**src/rtl/shreg_ctrl.sv**
```systemverilog
// Arbitrates two requesters onto an external 4-bit shift register and frames its LSB-first serial output.
// Define SHREG_CTRL_RR_EN for round-robin tie-breaking; the default build uses fixed priority to requester 0.
module shreg_ctrl #(
    parameter int unsigned GAP = 1
) (
    input  logic       clk,
    input  logic       rst,
    input  logic       req0,
    input  logic       req1,
    input  logic [3:0] data0,
    input  logic [3:0] data1,
    output logic       gnt0,
    output logic       gnt1,
    output logic [3:0] sreg_d,
    output logic       sreg_en,
    input  logic       sreg_q0,
    output logic       ser_out,
    output logic       ser_valid,
    output logic       ser_id,
    output logic       done,
    output logic       busy
);

    typedef enum logic [1:0] {
        S_IDLE  = 2'd0,
        S_LOAD  = 2'd1,
        S_SHIFT = 2'd2,
        S_GAP   = 2'd3
    } state_t;

    localparam logic [1:0] GAP_LAST = (GAP == 0) ? 2'd0 : 2'(GAP - 1);

    state_t     state_q;
    logic [1:0] cnt_q;
    logic       win_q;
    logic       win_d;
    logic       gnt0_q;
    logic       gnt1_q;
    logic [3:0] sreg_d_q;
    logic       sreg_en_q;
    logic       ser_valid_q;
    logic       ser_id_q;
    logic       done_q;
    logic       busy_q;
`ifdef SHREG_CTRL_RR_EN
    logic       ptr_q;
`endif

    // Winner among the current requests; a lone requester always wins.
    always_comb begin
        win_d = 1'b0;
`ifdef SHREG_CTRL_RR_EN
        if (req0 && req1) begin
            win_d = ptr_q;
        end else begin
            win_d = req1;
        end
`else
        win_d = !req0;
`endif
    end

    always_ff @(posedge clk or posedge rst) begin
        if (rst) begin
            state_q     <= S_IDLE;
            cnt_q       <= 2'd0;
            win_q       <= 1'b0;
            gnt0_q      <= 1'b0;
            gnt1_q      <= 1'b0;
            sreg_d_q    <= 4'd0;
            sreg_en_q   <= 1'b0;
            ser_valid_q <= 1'b0;
            ser_id_q    <= 1'b0;
            done_q      <= 1'b0;
            busy_q      <= 1'b0;
`ifdef SHREG_CTRL_RR_EN
            ptr_q       <= 1'b0;
`endif
        end else begin
            gnt0_q    <= 1'b0;
            gnt1_q    <= 1'b0;
            sreg_en_q <= 1'b0;
            done_q    <= 1'b0;
            case (state_q)
                S_IDLE: begin
                    if (req0 || req1) begin
                        state_q   <= S_LOAD;
                        win_q     <= win_d;
                        gnt0_q    <= !win_d;
                        gnt1_q    <= win_d;
                        sreg_d_q  <= win_d ? data1 : data0;
                        sreg_en_q <= 1'b1;
                        busy_q    <= 1'b1;
`ifdef SHREG_CTRL_RR_EN
                        ptr_q     <= !win_d;
`endif
                    end
                end
                S_LOAD: begin
                    state_q     <= S_SHIFT;
                    cnt_q       <= 2'd0;
                    ser_valid_q <= 1'b1;
                    ser_id_q    <= win_q;
                end
                S_SHIFT: begin
                    // done is registered, so it is raised on the way into the last bit.
                    if (cnt_q == 2'd3) begin
                        ser_valid_q <= 1'b0;
                        ser_id_q    <= 1'b0;
                        cnt_q       <= 2'd0;
                        if (GAP == 0) begin
                            state_q <= S_IDLE;
                            busy_q  <= 1'b0;
                        end else begin
                            state_q <= S_GAP;
                        end
                    end else begin
                        cnt_q  <= cnt_q + 2'd1;
                        done_q <= (cnt_q == 2'd2);
                    end
                end
                S_GAP: begin
                    if (cnt_q == GAP_LAST) begin
                        state_q <= S_IDLE;
                        busy_q  <= 1'b0;
                        cnt_q   <= 2'd0;
                    end else begin
                        cnt_q <= cnt_q + 2'd1;
                    end
                end
                default: state_q <= S_IDLE;
            endcase
        end
    end

    assign gnt0      = gnt0_q;
    assign gnt1      = gnt1_q;
    assign sreg_d    = sreg_d_q;
    assign sreg_en   = sreg_en_q;
    assign ser_valid = ser_valid_q;
    assign ser_id    = ser_id_q;
    assign done      = done_q;
    assign busy      = busy_q;
    // The shift register already presents the current bit; only gate it to zero between frames.
    assign ser_out   = ser_valid_q & sreg_q0;

endmodule
```
**config.mk**
```make
export PLATFORM = sky130hd
export DESIGN_NAME = shreg_ctrl
export DESIGN_NICKNAME = d
export VERILOG_FILES = /design/src/rtl/shreg_ctrl.sv
export SDC_FILE = /design/constraint.sdc
export NUM_CORES = 1
export LEC_CHECK = 0
export CELL_PAD_IN_SITES_DETAIL_PLACEMENT = 1
export CELL_PAD_IN_SITES_GLOBAL_PLACEMENT = 1
export CORE_MARGIN = 1.5
export CORE_UTILIZATION = 37
export DETAILED_ROUTE_END_ITERATION = 10
export HOLD_SLACK_MARGIN = 0.05
export PLACE_DENSITY = 0.85
export RECOVER_POWER = 50
export SETUP_SLACK_MARGIN = 0.15
export SYNTH_ARGS = -nofsm -noshare
export SYNTH_HDL_FRONTEND = slang
export SYNTH_SLANG_ARGS = --single-unit
```
**constraint.sdc**
```tcl
create_clock -name clk -period 2.9 [get_ports clk]
set_clock_uncertainty 0.15 [all_clocks]
set_input_delay 0.725 -clock clk [delete_from_list [all_inputs] [get_ports clk]]
set_output_delay 0.725 -clock clk [all_outputs]
set_load 0.005 [all_outputs]
```
==> results of run 1 <==
final cells by class:
type	count	area share, %
tap	27	3.00
timing repair buffer	24	21.3
inverter	6	2.00
clock buffer	4	3.22
sequential	16	35.5
multi-input combinational	52	35.0
registers in the layout (all words and copies together), names as in the netlist:
name and flops:
busy 1, sreg_d 4, state_q 2, done 1, ser_valid 1, gnt1 1, gnt0 1, ser_id 1
win_q 1, cnt_q 2, sreg_en 1
power groups by stage:
stage / Combinational, mW / Sequential, mW / Clock, mW
2_1_floorplan: 0.292 / 0.374 / 0
3_3_place_gp: 0.481 / 0.375 / 0
3_5_place_dp: 0.501 / 0.387 / 0
4_1_cts: 0.504 / 0.381 / 0.156
5_1_grt: 0.560 / 0.391 / 0.166
6_report: 0.495 / 0.379 / 0.152
worst min-delay path, delay by kind of cell, from the launching register on:
family	cells	cell delay, ns
and+or+nand+nor	1	0.07
DFF	1	0.36
AOI/OAI and AO/OA	1	0.05
metal layers:
layer | up-vias | GRT usage, %
li1 | 315 | -
met1 | 326 | 20.1
met2 | 14 | 29.6
met3 | 4 | 6.25
met4 | 0 | 6.94
met5 | - | 0
cell usage after synthesis:
library cell,instances,area (um^2)
dfrtp_1,16,400
ha_1,9,113
a22o_1,7,61.3
nand2_1,7,26.3
inv_1,6,22.5
and2_1,4,25.0
nor2_1,4,15.0
nor2b_1,4,25.0
a21oi_1,3,15.0
buf_2,2,10.0
nand3b_1,2,15.0
o21ai_0,2,10.0
a22oi_1,1,7.51
mux2_1,1,11.3
nor3_2,1,10.0
nor3b_2,1,12.5
o21ai_1,1,5.00
o21bai_1,1,7.51
o2bb2ai_1,1,8.76
o31ai_1,1,7.51
o32a_1,1,10.0
o41ai_1,1,8.76
per-stage QoR:
stage | power (mW) | hold slack (ns) | cell area (um^2) | worst slack (ns) | cells
global route | 1.12 | 0.390 | 1130 | 0.209 | 129
CTS | 1.04 | 0.368 | 1130 | 0.232 | 129
finish | 1.03 | 0.363 | 1130 | 0.242 | 129
detailed placement | 0.888 | 0.340 | 1090 | 0.234 | 125
floorplan | 0.666 | 0.313 | 827 | 1.16 | 76
global placement | 0.856 | 0.338 | 1090 | 0.253 | 125
logic make-up after synthesis:
family          count (synthesis)
compound gates                 19
flops                          16
simple gates                   23
buf+inv                         8
fa+ha+maj                       9
mux                             1
worst paths after layout:
check,from,endpoint,slack (ns),cells past startpoint
max reg2reg,state_q[0]$_DFFE_PP0P_,state_q[1]$_DFFE_PP0P_,0.95,5
min reg2reg,win_q$_DFFE_PP0P_,win_q$_DFFE_PP0P_,0.36,2
max,sreg_q0,ser_out,0.24,3
min,win_q$_DFFE_PP0P_,win_q$_DFFE_PP0P_,0.36,2
max in group asynchronous,rst,ser_id$_DFFE_PP0P_,1.41,2
min in group asynchronous,rst,win_q$_DFFE_PP0P_,0.79,2
==> metrics.md, run 1 <==
| Metric | Value |
|---|---|
| Port-buffer cells | 24 |
| Synth Area in Simple Gates | roughly 16% |
| Final HPWL DP | 1.46 mm |
| Clock power share | 14.8% |
| Max clock buf depth | 2 |
| DIE AREA | approximately 2500 um^2 |
| Grt ovf | 0 |
| M1 WL | just over 800 um |
| Die extent in y | between 50 and 60 um |
| CTS tree | built |
| Slew Limit Fails | 0 |
| DRC | 0 |
| Netlist Area Pre-Place | 827 um^2 |
| Layout cells sized above 1 | between 5 and 6% |
| CTS hold repair buffers | 0 |
| Routed wl met3 | 78 um |
| Critical path fanouts, max | 1 |
| Yosys warnings | 0 |
| Commonest cells after routing, fill and taps aside | clkdlybuf4s50_1, dfrtp_1, ha_1 |
| Highest metal layer with signal wires | met4 |
| Post-CTS Setup Bufs | 0 |
| CP most frequent cell | clkdlybuf4s50_1 |
| Router iterations before antenna repair | 4 |
| Initial antenna violation count | 0 |
| Sw frac | 35.3% |
| H-tree depth | 1 |
| Final setup TNS | 0 ns |
| Root buffer cell | clkbuf_4 |
| Clock Pin Slew Worst Setup and Hold Paths | 0.09 ns |
| Post-synthesis sequential area ratio | approximately 48% |
| Xor/xnor share of the synthesized area | 0% |
| CP arrival | 1.78 ns |
| Synth Area per Inst | 10.9 um^2 |
| Layout area overhead | 36.3% |
| Wirelength per Cell | 14.6 um |
| Adder and majority gate portion of the synthesized area | 13.6% |
| Nets | 125 |
| Die width | 50.3 um |
| Resized cells post-CTS | 0 |
| Worst path bufs/invs | 2 |
| Final hold vios | 0 |
| Core area | 2040 um^2 |
| Antenna Cells | 0 |
| Antenna-violating nets left | 0 |
| Upper clock frequency limit | 376 MHz |
| # IOs | 25 |
| Seq cells post-synth | 16 |
| Switch Pwr | between 0.3 and 0.4 mW |
| Worst EP required | 2.03 ns |
| Area of the multi-input gates | between 300 and 400 um^2 |
| Syn Inst Count | between 70 and 80 |
| Pleak | ~0.52 nW |
| Clk_lat worst skew | 0.30 ns |
| Design internal power | 0.663 mW |
| Routability cong. | 0.746 |
| Pin count of the biggest net entering global routing | 17 |
| RSZ-0062 raised after global routing | false |
| Finished Core Util | 55.2% |
| Vias in the first global route | 656 |
| Max Cap Viol | 0 |
| Worst vdd ir | 0.000469 V |
| Compound-Gate Fraction of Synth Area | 17.1% |
| Power per Cell Area | between 900 and 1000 nW/um^2 |
| Combinational cell fraction of total power | 48.3% |
| Netlist cell types | 22 |
| GRT Resource Usage Total | between 15 and 20% |
| Routed wire length | 1.89 mm |
| CP Cell Sequence | clkdlybuf4s50_1 > and2_1 > clkdlybuf4s50_1 |
| Top Family by Delay on Critical Path | buffers and inverters |
| CTS buffer count | 3 |
| Worst-margin pin slew | 0.628 ns |
| Commonest non-fill, non-tap cell in the layout | clkdlybuf4s50_1 |
| Fillers | 229 |
| Register area | ~400 um^2 |
| Critical-path top delay cell | clkdlybuf4s50_1 |
| Hold Crit Class | flip-flop to flip-flop |
| Vias per inst | a little over 5 |
| Status | complete, no violations |
| Final setup fails | 0 |
| Row Count | 16 |
| CP Launch Type | input pin |
| Starting Density | 40.5% |
| Post-synthesis mux area share | 1.36% |
| WS Path Type | input pin to output pin |
| Initial DRC count | 12 |
| Sequential power share | 36.9% |
| CTS sink count | 16 |
| Vias | 659 |
| Final worst path period share | 91.7% |
| Main combinational cell family by area after synthesis | compound AO/OA/AOI/OAI gates |
| Synthesized Nets | 98 |
| Worst rel slew slack | about three fifths |
| Worst setup EP type | output pin |
| Final min period | 2.66 ns |
| Met2 wire length | 955 um |
| First-pass GRT wire length | ~3.2 mm |
| CP max stage delay | 0.49 ns |
(Power assumes the default switching activity.)
==> inputs of run 2 (changes only) <==
- CELL_PAD_IN_SITES_DETAIL_PLACEMENT: 1 -> 0
==> run 2 against run 1 <==
Compared with the run above: worst hold slack lost 0.010 ns; combinational power shrank 2%; register-to-register slack gained 0.02 ns; critical path type unchanged; critical endpoint unchanged.
==> metrics.md, run 2 (same netlist as run 1, synthesis figures left out) <==
| Metric | Value |
|---|---|
| Core area | 2040 um^2 |
| Placed cells | 125 |
| Worst-margin pin slew | about 0.60 ns |
| Dpl cell area | between 1000 and 1500 um^2 |
| Die width | 50.3 um |
| Port-buffer cells | 24 |
| Routability cong. | 0.746 |
| CP arrival | 1.77 ns |
| Worst rel slew slack | around 60% |
| Vias per inst | 4.80 |
| Max Cap Viol | 0 |
| Layout cells sized above 1 | approximately 5.9% |
| Pleak | slightly above 0.5 nW |
| Number of flip-flops in the largest register | 4 |
| Post-CTS Setup Bufs | 0 |
| Worst vdd ir | 0.000441 V |
| Commonest cells after routing, fill and taps aside | clkdlybuf4s50_1, dfrtp_1, ha_1 |
| M1 WL | 719 um |
| Final setup fails | 0 |
| Final setup TNS | 0 ns |
| Upper clock frequency limit | 377 MHz |
| Nets | 125 |
| Hold Crit Class | flip-flop to flip-flop |
| Highest metal layer with signal wires | met4 |
| # IOs | 25 |
| Final hold vios | 0 |
| Initial DRC count | 8 |
| Final HPWL DP | 1.18 mm |
| Antenna-violating nets left | 0 |
| Row Count | 16 |
| CTS hold repair buffers | 0 |
| Clock Pin Slew Worst Setup and Hold Paths | 0.09 ns |
| Status | complete, no violations |
| Clk_lat worst skew | ~0.28 ns |
| Routed wire length | around 1.5 mm |
| Final std cells w/o fill | 129 |
| Initial antenna violation count | 0 |
| Final critical-path setup slack | 0.250 ns |
| Met2 wire length | 716 um |
| Root buffer cell | clkbuf_4 |
| Wirelength per Cell | between 10 and 15 um |
| Vias in the first global route | 584 |
| CP Launch Type | input pin |
| CTS tree | built |
| Antenna Cells | 0 |
| WS Path Type | input pin to output pin |
| Slew Limit Fails | 0 |
| H-tree depth | 1 |
| Vias | roughly 620 |
| Minimum hold slack | 0.353 ns |
| Die extent in y | approximately 50 um |
| Finished Cell Area | 1130 um^2 |
| First-pass GRT wire length | 2.52 mm |
| Worst setup EP type | output pin |
| Pin count of the biggest net entering global routing | 17 |
| Post-Place Setup Slack | 0.247 ns |
| Layout area overhead | 36.3% |
| Final worst path period share | 91.4% |
| Starting Density | between 40% and 50% |
| CTS buffer count | 3 |
| Worst EP required | 2.03 ns |
| GRT Resource Usage Total | 13.5% |
| DRC | 0 |
| DIE AREA | 2530 um^2 |
| Resized cells post-CTS | 0 |
| RSZ-0062 raised after global routing | false |
| CTS sink count | 16 |
| Routed wl met3 | 79 um |
| Power per Cell Area | 892 nW/um^2 |
| Router iterations before antenna repair | 4 |
| Critical path fanouts, max | 1 |
| Commonest non-fill, non-tap cell in the layout | clkdlybuf4s50_1 |
| Final min period | 2.65 ns |
| Max clock buf depth | 2 |
| Grt ovf | 0 |
-- run 2: cell counts in the layout (fill, tap and decap cells not counted) --
No cell type changed its count.
-- run 2: stage by stage --
step                      utilization [%]  power (mW)
after floorplan                         -       0.666
after global placement               53.4       0.856
after detailed placement             53.4       0.871
after CTS                            55.2        1.02
after global routing                 55.2        1.09
final                                55.2        1.01
-- run 2: worst max-delay path: stages --
cell and delay (ns):
clkdlybuf4s50_1 0.45, and2_1 0.11, clkdlybuf4s50_1 0.49
-- run 2: final timing paths --
path | to | startpoint | slack [ns] | depth (start not counted)
setup / recovery | ser_out | sreg_q0 | 0.25 | 3
hold / removal | ser_id$_DFFE_PP0P_ | ser_id$_DFFE_PP0P_ | 0.35 | 1
setup reg to reg | state_q[1]$_DFFE_PP0P_ | state_q[0]$_DFFE_PP0P_ | 0.97 | 5
hold reg to reg | ser_id$_DFFE_PP0P_ | ser_id$_DFFE_PP0P_ | 0.35 | 1
max in group asynchronous | ser_id$_DFFE_PP0P_ | rst | 1.43 | 2
min in group asynchronous | cnt_q[0]$_DFFE_PP0P_ | rst | 0.79 | 2
-- run 2: final cells by class --
cell class | count | area (um^2)
clock buffer | 4 | 36.3
fill | 203 | 915
inverter | 6 | 22.5
multi-input combinational | 52 | 394
sequential | 16 | 400
tap | 27 | 33.8
timing repair buffer | 24 | 240
-- run 2: per-layer routing --
layer | track usage (%) | vias to the layer above
li1 | - | 317
met1 | 17.4 | 287
met2 | 20.0 | 13
met3 | 6.25 | 2
met4 | 4.17 | 0
met5 | 0 | -
-- run 2: report_power, final --
part | internal (mW) | switching [mW]
combinational | 0.272 | 0.212
clock | 0.0764 | 0.0694
sequential | 0.314 | 0.0609
==> patch 1 (settings of run 1) <==
The option `SHREG_CTRL_RR_EN` is turned on by a define.
--- a/src/rtl/shreg_ctrl.sv
+++ b/src/rtl/shreg_ctrl.sv
@@ -1,5 +1,7 @@
 // Arbitrates two requesters onto an external 4-bit shift register and frames its LSB-first serial output.
 // Define SHREG_CTRL_RR_EN for round-robin tie-breaking; the default build uses fixed priority to requester 0.
+`define SHREG_CTRL_RR_EN
+
 module shreg_ctrl #(
     parameter int unsigned GAP = 1
 ) (
Behaviour: not the same (a bounded check fails within 10 cycles, from zero or initial values and one cycle with rst high).
==> patch 1 against run 1 <==
Largest power group unchanged; maximum frequency up 0.17%; sequential cell count up 1; setup slack gained 0.0046 ns; power rose by 5.4%; sequential share of layout area is 1.1 points higher; final area is 3.1% higher; wire length rose by 0.80%; non-clock buffer count is the same; area after synthesis grew 5.3%.
==> patch 1: results (changes against run 1) <==
- Fillers: 255 (+11%)
- Synth Register Bits: 17 (+1)
- Crit path DAT: 1.78 ns (about the same)
- Number of flip-flops in the largest register: 4 (unchanged)
- Kind of end point of the critical path: primary output
- Initial antenna violation count: 0 (unchanged)
- Synth Net Count: 106 (+8.2%)
- Worst Hold Class: reg -> reg
- Syn. warnings: 0 (unchanged)
- Setup repair bufs after CTS: 0 (unchanged)
- Signal buffers: 24 (unchanged)
- Fraction of registers with async set or reset after synthesis: 1.000 (unchanged)
- Seq/Total Area, Yosys: 0.4885 (+0.004391)
- DP Wirelength: 1.545 mm (+5.9%)
- Largest net degree at the start of global routing: 18 (+1)
- Comb_multi_in: 58 (+12%)
- GRT Resource Usage Total: 0.1608 (-0.01473)
- Clock group: 129 uW (-15%)
- Max IR drop VDD: 0.4642 mV (-0.91%)
- Commonest cells post-synth: 17 x dfrtp_1, 9 x ha_1, 7 x a21oi_1, 7 x inv_1
- Internal power: 678.8 uW (+2.3%)
- Ys flop type: dfrtp_1
- Placer Congestion: 0.8009 (+7.3%)
- Pleak: 0.5254 nW (+1.5%)
- CP max FO: 1 (unchanged)
- Clock Latency Late Sink: just under 0.3 ns
- Worst Tran Pin Value: 0.6381 ns (+0.01044 ns)
- Final nets: 134 (+7.2%)
- Drt total wl: 1.901 mm (+0.80%)
- Htree depth: 1 (unchanged)
- Synth unique cells: 26 (+18%)
- Combinational Power Share: 0.504 (+0.021)
- Clk buf depth: 2 (unchanged)
- Clk tree area frac: 0.02368 (-0.008505)
- Setup TNS: 0 ns (unchanged)
- Non-clk invs: 8 (+2)
- Sequential cell area share: 0.3660 (+0.01083)
- Layout cells sized above 1: 0.06306 (+0.004240)
- Via count: 713 (+8.2%)
- Pre-CTS setup slack: 0.2376 ns (+0.003811 ns)
- Comb group: 544 uW (+9.9%)
- DRT iter0 DRCs: 5 (-7)
- Ant diodes: 0 (unchanged)
- Clock transition at the registers of the reported paths: 0.10 ns
- Post-CTS sizing: 0 (unchanged)
- CTS root buf: clkbuf_4
- Total CTS buffers: 3 (unchanged)
- TritonRoute pass-1 iters: 4 (unchanged)
- IO buf count: 24 (unchanged)
- Seq cells: 17 (+1)
- First-pass GRT wire length: 3.111 mm (-2.4%)
- Number of global-route vias before repair: 695 (+5.9%)
- Status: finished clean
- Most area-consuming cells after synthesis: dfrtp_1 49%, ha_1 13%, a21oi_1 4.0%
- Multi-input logic area: 404.1 sq um (+2.5%)
- Signal buffers share of area: 0.2067 (-0.006422)
patch 1: changes by cell type in the layout (fill, tap and decap cells not counted), moves of 2 or more:
cell / run 1 / this run
a21oi_1: 3 / 7
nand2_1: 7 / 4
o21ai_0: 2 / 6
a31oi_1: 0 / 4
o21a_1: 0 / 2
a22o_1: 7 / 1
nand3b_1: 2 / 0
nor2_1: 4 / 6
patch 1: final timing paths:
kind | from | end | slack, ns | cells past startpoint
max | sreg_q0 | ser_out | 0.25 | 3
min in group asynchronous | rst | sreg_en | 0.79 | 2
max reg2reg | state_q[0] | state_q[1] | 0.99 | 5
min reg2reg | busy | busy | 0.35 | 2
min | busy | busy | 0.35 | 2
max in group asynchronous | rst | cnt_q[1] | 1.40 | 2
patch 1: layer usage:
layer,track usage,vias up,share of wire
li1,-,345,-
met3,0.01724,5,0.024
met4,0.09211,0,0.023
met1,0.2086,348,0.45
met5,0,-,0
met2,0.2607,15,0.50
patch 1: critical path: stages:
cell,delay (ns)
clkdlybuf4s50_1,0.45
and2_1,0.11
clkdlybuf4s50_1,0.49
patch 1: logic make-up (layout without fill, tap and decap cells):
kind of cell | after synthesis | count (layout) | share of synthesized area
adders and majority gates | 9 | 9 | 0.1293
and+or+nand+nor | 22 | 22 | 0.1350
buffers and inverters | 9 | 36 | 0.04741
muxes | 1 | 1 | 0.01293
DFF | 17 | 17 | 0.4885
AOI/OAI and AO/OA | 26 | 26 | 0.1868
patch 1: metrics by stage:
| stage | area (sq um) | utilization | cells |
|---|---|---|---|
| after floorplan | 870.8 | - | 84 |
| after global placement | 1135 | 0.5130 | 135 |
| after detailed placement | 1135 | 0.5130 | 135 |
| after CTS | 1162 | 0.5255 | 139 |
| after global routing | 1162 | 0.5255 | 139 |
| final | 1162 | 0.5255 | 139 |
==> patch 2 (flow settings as in run 1) <==
Without the edit above. The 4 states of `state_t` get a one-hot encoding in 4 bits.
--- a/src/rtl/shreg_ctrl.sv
+++ b/src/rtl/shreg_ctrl.sv
@@ -21,11 +21,11 @@
     output logic       busy
 );
 
-    typedef enum logic [1:0] {
-        S_IDLE  = 2'd0,
-        S_LOAD  = 2'd1,
-        S_SHIFT = 2'd2,
-        S_GAP   = 2'd3
+    typedef enum logic [3:0] {
+        S_IDLE  = 4'b0001,
+        S_LOAD  = 4'b0010,
+        S_SHIFT = 4'b0100,
+        S_GAP   = 4'b1000
     } state_t;
 
     localparam logic [1:0] GAP_LAST = (GAP == 0) ? 2'd0 : 2'(GAP - 1);
Function: same outputs for any inputs over 10 cycles, from zero or initial values and one cycle with rst high; not proved beyond that.
==> patch 2 against run 1 <==
Sequential cell count increased by 2; wire length increased by 1.2%; area after synthesis rose by 8.9%; maximum frequency grew 0.42%; setup slack improved by 0.011 ns; cell count fell by 1.6%; final area grew 2.8%; worst hold slack got worse by 0.0037 ns; power down 1.2%; synthesized cell count unchanged; critical endpoint unchanged; largest power group is now registers.
==> patch 2: results (changes against run 1) <==
- Most area-consuming cells after synthesis: dfrtp_1 47%, nor4b_4 7.9%, a21oi_1 5.6%
- Synthesized-area fraction occupied by adder cells: 0.04167 (-0.09449)
- Reg2Reg Launch Point: state_q[0]
- Finished Layout Cells: 127 (-1.6%)
- Largest net degree at the start of global routing: 19 (+2)
- Hold Startpoint: ser_valid
- Via count: 661 (+0.30%)
- Status: finished clean
- Seq/Total Area, Yosys: 0.5014 (+0.01727)
- Hold slack final: 0.3597 ns (-0.003720 ns)
- Hold depth: 1 (-1)
- Clk tree area frac: 0.03132 (-0.0008690)
- Max IR drop VDD: 0.5129 mV (+9.5%)
- Power Dens Cells: 874.1 nW/um^2 (-3.9%)
- Pleak: 0.4793 nW (-7.4%)
- First-pass GRT wire length: 3.125 mm (-1.9%)
- Fillers: 258 (+13%)
- Area growth syn-to-layout: 28.61%
- Synth Area in Compound Gates: 0.1569 (-0.01401)
- Layout cells sized above 1: 0.09091 (+0.03209)
- Non-clk invs: 4 (-2)
- Relative slew slack: 0.1897 (-0.3914)
- DRT iter0 DRCs: 9 (-3)
- Post-synthesis mux area share: 0.04444 (+0.03083)
- Met3 Wirelength: 44 um (-44%)
- Synth Register Bits: 18 (+2)
-- patch 2: cell types whose count changed in the layout (fill, tap and decap cells not counted), moves of 3 or more --
cell | before | now
nand2_1 | 7 | 1
a22o_1 | 7 | 1
mux2i_1 | 0 | 4
and2_1 | 2 | 5
ha_1 | 9 | 3
a21oi_1 | 3 | 10
-- patch 2: cells by family after synthesis --
kind of cell / Yosys count
compound gates: 21
simple gates: 20
flops: 18
buf+inv: 10
mux: 4
fa+ha+maj: 3
-- patch 2: power breakdown --
group          switching (mW)  leakage [nW]  total [mW]  internal, mW
Combinational           0.177         0.241       0.412         0.235
Clock                  0.0772        0.0210       0.154        0.0766
Sequential             0.0966         0.218       0.447         0.350
-- patch 2: through the flow --
stage	util	power [mW]
after floorplan	-	0.7221
after global placement	0.5111	0.8733
after detailed placement	0.5111	0.9033
after CTS	0.5272	1.062
after global routing	0.5139	1.087
final	0.5139	1.013
